===== src/rtl/eic_prio_arbiter.sv =====
// eic_prio_arbiter
//   This block schedules external interrupts for the core. It latches rising
//   edges of the IP interrupt lines into pending bits, picks the most urgent
//   eligible source, and raises a single trigger to the core. Only one source
//   is serviced at a time. Software reaches it through a small bus register
//   file that includes a claim/complete register.
//
//   Ports
//     clk, rstn          clock; synchronous active-low reset
//     ext_int_trigger    registered interrupt request to the core
//     ext_int_handled    1-cycle pulse from the core: current interrupt handled
//     ext_int_src_vect   IP interrupt lines (rising edge active)
//     addr/w_rb/acc/req  bus access: byte address, write flag, size, request
//     wdata/rdata        bus write data / registered read data
//     resp               pulses one cycle after a legal request
//     fault              combinational flag for an illegal request
//
//   Register map
//     0x00 PEND   pending bits (read-only; writing 1 clears a bit)
//     0x04 EN     enable mask
//     0x08 PRIO   priority of source i in nibble i
//     0x0C THR    threshold; a source must have prio > THR to be signalled
//     0x10 CLAIM  read: claim (ID+1, or 0); write: complete with ID in [2:0]
//
//   state   | meaning
//   --------+-------------------------------------------------------------
//   IDLE    | no interrupt in flight; arbitration result sampled each cycle
//   SIGNAL  | trigger high; winner frozen until claim, handled or loss
//   SERVICE | claimed by software; waits for matching complete or handled

`ifndef BUS_WIDTH
`define BUS_WIDTH 32
`endif
`ifndef BUS_ACC_WIDTH
`define BUS_ACC_WIDTH 2
`endif
`ifndef BUS_ACC_4B
`define BUS_ACC_4B 2'd2
`endif

module eic_prio_arbiter #(
  parameter int SRC_NUM = 8,
  parameter int PRIO_W  = 3
) (
  input  logic                      clk,
  input  logic                      rstn,
  output logic                      ext_int_trigger,
  input  logic                      ext_int_handled,
  input  logic [SRC_NUM-1:0]        ext_int_src_vect,
  input  logic [4:0]                addr,
  input  logic                      w_rb,
  input  logic [`BUS_ACC_WIDTH-1:0] acc,
  output logic [`BUS_WIDTH-1:0]     rdata,
  input  logic [`BUS_WIDTH-1:0]     wdata,
  input  logic                      req,
  output logic                      resp,
  output logic                      fault
);

  localparam logic [4:0] A_PEND  = 5'h00;
  localparam logic [4:0] A_EN    = 5'h04;
  localparam logic [4:0] A_PRIO  = 5'h08;
  localparam logic [4:0] A_THR   = 5'h0C;
  localparam logic [4:0] A_CLAIM = 5'h10;

  typedef enum logic [1:0] {S_IDLE, S_SIGNAL, S_SERVICE} state_t;

  state_t                        state_q, state_d;
  logic [SRC_NUM-1:0]            pend_q, pend_d;
  logic [SRC_NUM-1:0]            en_q, en_d;
  logic [SRC_NUM-1:0][PRIO_W-1:0] prio_q, prio_d;
  logic [PRIO_W-1:0]             thr_q, thr_d;
  logic [SRC_NUM-1:0]            prev_q, prev_d;
  logic [2:0]                    win_id_q, win_id_d;
  logic                          win_vld_q, win_vld_d;
  logic                          trigger_q, trigger_d;
  logic                          resp_q, resp_d;
  logic [`BUS_WIDTH-1:0]         rdata_q, rdata_d;

  logic                          legal, wr_en, rd_en, claim_rd, complete_wr;
  logic [SRC_NUM-1:0]            elig_q, elig_d, pend_clr;
  logic [2:0]                    best_id;
  logic                          best_vld;
  logic [PRIO_W-1:0]             best_prio;
  logic [`BUS_WIDTH-1:0]         rd_val;
  logic                          unused_wdata;

  assign unused_wdata = ^wdata;

  always_comb begin
    fault       = req & ((acc != `BUS_ACC_4B) | (addr[1:0] != 2'b00) | (addr > A_CLAIM));
    legal       = req & ~fault;
    wr_en       = legal & w_rb;
    rd_en       = legal & ~w_rb;
    claim_rd    = rd_en & (addr == A_CLAIM);
    complete_wr = wr_en & (addr == A_CLAIM);
  end

  // Arbitration over current register state: strict '>' keeps the lowest ID on ties.
  always_comb begin
    best_id   = 3'd0;
    best_vld  = 1'b0;
    best_prio = '0;
    for (int i = 0; i < SRC_NUM; i++) begin
      elig_q[i] = pend_q[i] & en_q[i] & (prio_q[i] > thr_q);
      if (elig_q[i] && (!best_vld || prio_q[i] > best_prio)) begin
        best_id   = 3'(i);
        best_vld  = 1'b1;
        best_prio = prio_q[i];
      end
    end
  end

  always_comb begin
    en_d   = en_q;
    prio_d = prio_q;
    thr_d  = thr_q;
    if (wr_en && addr == A_EN)
      en_d = wdata[SRC_NUM-1:0];
    if (wr_en && addr == A_PRIO)
      for (int i = 0; i < SRC_NUM; i++)
        prio_d[i] = wdata[4*i +: PRIO_W];
    if (wr_en && addr == A_THR)
      thr_d = wdata[PRIO_W-1:0];

    pend_clr = '0;
    if (wr_en && addr == A_PEND)
      pend_clr = wdata[SRC_NUM-1:0];
    if (state_q == S_SIGNAL && (claim_rd || ext_int_handled))
      pend_clr[win_id_q] = 1'b1;
    prev_d = ext_int_src_vect;
    // A new edge beats a clear in the same cycle.
    pend_d = (ext_int_src_vect & ~prev_q) | (pend_q & ~pend_clr);

    // Winner eligibility is judged on next-cycle register values so a
    // W1C/EN/PRIO/THR change drops the trigger right after the write.
    for (int i = 0; i < SRC_NUM; i++)
      elig_d[i] = pend_d[i] & en_d[i] & (prio_d[i] > thr_d);
  end

  always_comb begin
    rd_val = '0;
    case (addr)
      A_PEND:  rd_val[SRC_NUM-1:0] = pend_q;
      A_EN:    rd_val[SRC_NUM-1:0] = en_q;
      A_PRIO:  for (int i = 0; i < SRC_NUM; i++) rd_val[4*i +: PRIO_W] = prio_q[i];
      A_THR:   rd_val[PRIO_W-1:0] = thr_q;
      A_CLAIM: if (state_q == S_SIGNAL) rd_val[3:0] = {1'b0, win_id_q} + 4'd1;
      default: rd_val = '0;
    endcase
    rdata_d = rd_en ? rd_val : rdata_q;
    resp_d  = legal;
  end

  always_comb begin
    state_d   = state_q;
    win_id_d  = win_id_q;
    win_vld_d = win_vld_q;
    case (state_q)
      S_IDLE: begin
        if (win_vld_q) begin
          state_d = S_SIGNAL;
        end else begin
          win_id_d  = best_id;
          win_vld_d = best_vld;
        end
      end
      S_SIGNAL: begin
        if (claim_rd) begin
          state_d = S_SERVICE;
        end else if (ext_int_handled || !elig_d[win_id_q]) begin
          state_d   = S_IDLE;
          win_vld_d = 1'b0;
        end
      end
      S_SERVICE: begin
        if ((complete_wr && wdata[2:0] == win_id_q) || ext_int_handled) begin
          state_d   = S_IDLE;
          win_vld_d = 1'b0;
        end
      end
      default: begin
        state_d   = S_IDLE;
        win_vld_d = 1'b0;
      end
    endcase
    trigger_d = (state_d == S_SIGNAL);
  end

  always_ff @(posedge clk) begin
    if (!rstn) begin
      state_q   <= S_IDLE;
      pend_q    <= '0;
      en_q      <= '0;
      prio_q    <= '0;
      thr_q     <= '0;
      prev_q    <= '0;
      win_id_q  <= '0;
      win_vld_q <= 1'b0;
      trigger_q <= 1'b0;
      resp_q    <= 1'b0;
      rdata_q   <= '0;
    end else begin
      state_q   <= state_d;
      pend_q    <= pend_d;
      en_q      <= en_d;
      prio_q    <= prio_d;
      thr_q     <= thr_d;
      prev_q    <= prev_d;
      win_id_q  <= win_id_d;
      win_vld_q <= win_vld_d;
      trigger_q <= trigger_d;
      resp_q    <= resp_d;
      rdata_q   <= rdata_d;
    end
  end

  assign ext_int_trigger = trigger_q;
  assign resp            = resp_q;
  assign rdata           = rdata_q;

endmodule


===== config.mk =====
export PLATFORM = sky130hd
export DESIGN_NAME = eic_prio_arbiter
export DESIGN_NICKNAME = d
export VERILOG_FILES = /design/src/rtl/eic_prio_arbiter.sv
export SDC_FILE = /design/constraint.sdc
export NUM_CORES = 1
export LEC_CHECK = 0
export CAP_MARGIN = 20
export CORE_ASPECT_RATIO = 2
export CORE_MARGIN = 3
export CORE_UTILIZATION = 47
export CTS_BUF_LIST = sky130_fd_sc_hd__clkbuf_8
export DETAILED_ROUTE_END_ITERATION = 10
export GPL_TIMING_DRIVEN = 0
export PLACE_DENSITY = 0.71
export SLEW_MARGIN = 20
export SYNTH_ARGS = -nofsm -noshare
export SYNTH_HDL_FRONTEND = slang
export SYNTH_SLANG_ARGS = --single-unit

===== constraint.sdc =====
create_clock -name clk -period 12.3 [get_ports clk]
set_input_delay 1.845 -clock clk [delete_from_list [all_inputs] [get_ports clk]]
set_output_delay 1.845 -clock clk [all_outputs]
set_load 0.05 [all_outputs]

==> impl_metrics.tcl <==
set metrics [dict create \
    synthMuxAreaShare 0.0876 \
    slowest_stage "dfxtp_1" \
    core_sq_um 11800 \
    ys_types 74 \
    io_buffers 74 \
    drt-pass1-iter-count 5 \
    vias 5654 \
    ant_nets 0 \
    synth_top_family_by_area "simple AND/OR/NAND/NOR gates" \
    holdBufCountCts 0 \
    cpMostUsedCell "ha_1" \
    synth_compound_area_frac 0.190 \
    setup_viol 0 \
    cap_violations 0 \
    avgSynthCellArea_sq_um 8.57 \
    timing.rr.start "thr_q[2]" \
    fmax_mhz 85.9 \
    preCtsSetupSlack_ns -0.295 \
    period_needed_ns 11.64 \
    worst_hold_path.endpoint "rdata[24]" \
    clock-sinks 85 \
    viasPerCell 6.19 \
    synthTopCellsByArea "dfxtp_1 30%, ha_1 15%, a21oi_1 4.0%" \
    cts_tree "done" \
    grt_max_degree 16 \
    io_pins 87 \
    die_y_um 162 \
    drc 0 \
    start_util 0.484 \
    fillers 1089 \
    min_from "rdata[24]" \
    dp_hpwl_um 15500 \
    synth-edff-count 0 \
    critical_path_required_ns 12.56 \
    power.leakage_uw 0.00262 \
    setup_tns_ns 0 \
    tightest_slew_ns 0.864 \
    run_status "finished clean" \
    area_growth_pct 21.7 \
    cts_root_buffer "clkbuf_8" \
    slew_violations 0 \
    wl_um 19500 \
    setup.worst_path.end_class "flip-flop" \
    reg2reg_slack_ns 0.66 \
    synthCells 668 \
    worstPathMaxFanout 10 \
    synth_top_flop_cell "dfxtp_1" \
    synth_area_leader_cell "dfxtp_1" \
    postSynth.asyncResetShare 0 \
    cts_buffer_depth 2 \
    vdd_ir_drop_max_mv 0.0626 \
    synthSimpleGateAreaFrac 0.216 \
    synth-xor-area-share 0.00612 \
    ys_ff_latch 85 \
    netlist.area_leader.share 0.297 \
    place_area_sq_um 6670 \
    grtUsageTotal 0.289 \
    power_density_nw_per_um2 75.7 \
    stdcell_area_sq_um 6970 \
    drt_iter0_markers 329 \
    cts_buffers 9 \
    worst_r2r_endpoint "win_id_q[2]" \
    hold_class "reg2reg" \
    hold_violations 0 \
    critPathLaunchType "flip-flop" \
    relSlewSlack 0.419 \
    grt_pass1_wl_um 30300 \
    rows 56 \
    grt_pass1_vias 5671 \
    antenna_found_initial 0 \
    finClkSkew_ns 0.0106 \
    path_clk_slew_ns 0.10 \
    nNetsFinal 886 \
    drive_gt1_frac 0.116 \
    final.setup.worst_slack_ns 0.661 \
    ys_seq_area_frac 0.297 \
    cts.htree.levels 3 \
    n_antenna_cell 0 \
    netlist_area_sq_um 5730 \
    yosys_warnings 0 \
    slowest_delay_ns 0.43 \
    globalRouteOverflowTotal 0 \
    crit_type "reg2reg" \
    post-route-period-util 0.946 \
    critPathArrivalTime_ns 11.89 \
    dieArea_sq_um 13600 \
    place_congestion 0.963 \
    min_delay_path_depth 2 \
    fin_util 0.589 \
    insertion_delay_ns 0.37 \
    synthAdderAreaFrac 0.153 \
    post_drt_wl_per_cell_um 21.3 \
    die_w_um 84.1 \
    worstRegToRegCells 61 \
]
## placed cells by master, fill, tap and decap left out, types with 6 or more instances in the layout
| cell type | count |
|---|---|
| dfxtp_1 | 84 |
| clkdlybuf4s50_1 | 74 |
| ha_1 | 70 |
| nand2_1 | 56 |
| nand3_1 | 43 |
| a21oi_1 | 43 |
| nor2_1 | 40 |
| and2_1 | 33 |
| inv_1 | 25 |
| o21ai_0 | 25 |
| mux2i_1 | 20 |
| mux2_2 | 19 |
| clkbuf_1 | 18 |
| nor2b_1 | 16 |
| a31oi_1 | 14 |
| nor3_1 | 13 |
| buf_4 | 13 |
| clkbuf_8 | 11 |
| a21o_1 | 10 |
| o21a_1 | 9 |
| nor4_1 | 6 |
| conb_1 | 6 |
## timing repair
| item | CTS | global route |
|---|---|---|
| setup endpoints to repair | 3 | 3 |
| gates cloned | 0 | 0 |
| endpoints found under the hold margin | 0 | 0 |
| setup buffers | 0 | 7 |
| resized for setup | 2 | 15 |
| pin swaps | 0 | 2 |
## layout make-up
type                            instances  area (sq um)  share of cell area
Multi-Input combinational cell        526          3820               0.548
Clock inverter                          6          46.3             0.00664
Buffer                                 33           178              0.0255
Timing Repair Buffer                   81           793               0.114
Tap cell                              145           181              0.0260
Clock buffer                           10           138              0.0197
Sequential cell                        85          1700               0.244
Inverter                               28           113              0.0162
## layer usage
metal / up-vias / GRT usage / wire, um
li1: 2638 / - / -
met1: 2717 / 0.287 / 6870
met2: 227 / 0.544 / 10400
met3: 72 / 0.0437 / 838
met4: 0 / 0.185 / 1390
met5: - / 0 / 0
## registers in the layout, summed over array words and instances (netlist names)
name / flops
rdata: 26
prio_q: 24
en_q: 8
pend_q: 8
prev_q: 8
thr_q: 3
win_id_q: 3
state_q: 2
ext_int_trigger: 1
resp: 1
win_vld_q: 1
## critical path: cells and delay by family, from the launching register on
family          cells  cell delay, ns
fa+ha+maj           8            2.37
buf+inv             5            0.79
compound gates     32            5.47
flops               1            0.43
simple gates       16            2.44
## power by group
group	leakage [uW]	internal (uW)	switching, uW	total, uW
Clock	0.0000893	80.5	117	198
Sequential	0.000689	279	2.47	281
Combinational	0.00184	22.1	26.5	48.6
## cell usage after synthesis (6+ instances only)
master,number
dfxtp_1,85
ha_1,70
nand2_1,56
a21oi_1,46
nand3_1,43
nor2_1,40
and2_1,34
inv_1,27
o21ai_0,26
mux2i_1,22
clkbuf_1,20
mux2_2,19
nor2b_1,16
a31oi_1,14
nor3_1,14
a21o_1,10
o21a_1,9
buf_4,6
nor4_1,6
## worst max path at each step
stage	slack (ns)	cells after the start	endpoint	startpoint
5_1_grt	-0.07	61	win_id_q[2]	thr_q[2]
4_1_cts	0.07	61	win_id_q[2]	thr_q[2]
3_3_place_gp	-0.04	61	win_id_q[2]	thr_q[2]
3_5_place_dp	-0.29	61	win_id_q[2]	thr_q[2]
2_1_floorplan	1.99	62	win_id_q[2]	thr_q[2]
6_report	0.66	61	win_id_q[2]	thr_q[2]
## kinds of logic (layout without fill, tap and decap cells)
group                    Yosys count  after routing
AND/OR/NAND/NOR                  238            238
AO/OA/AOI/OAI                    164            164
flip-flops                        85             85
adder cells (fa/ha/maj)           70             70
buffers and inverters             62            158
multiplexers                      44             44
XOR/XNOR                           4              4
other                              1              6
## per-stage QoR
stage                     power, uW  hold slack, ns  std cells
after detailed placement        335           0.447        892
final                           528           0.462        914
after floorplan                 308           0.460        673
after CTS                       527           0.460        908
after global placement          334           0.439        892
after global routing            542           0.488        914
No activity file was read; power rests on OpenSTA's default activity.
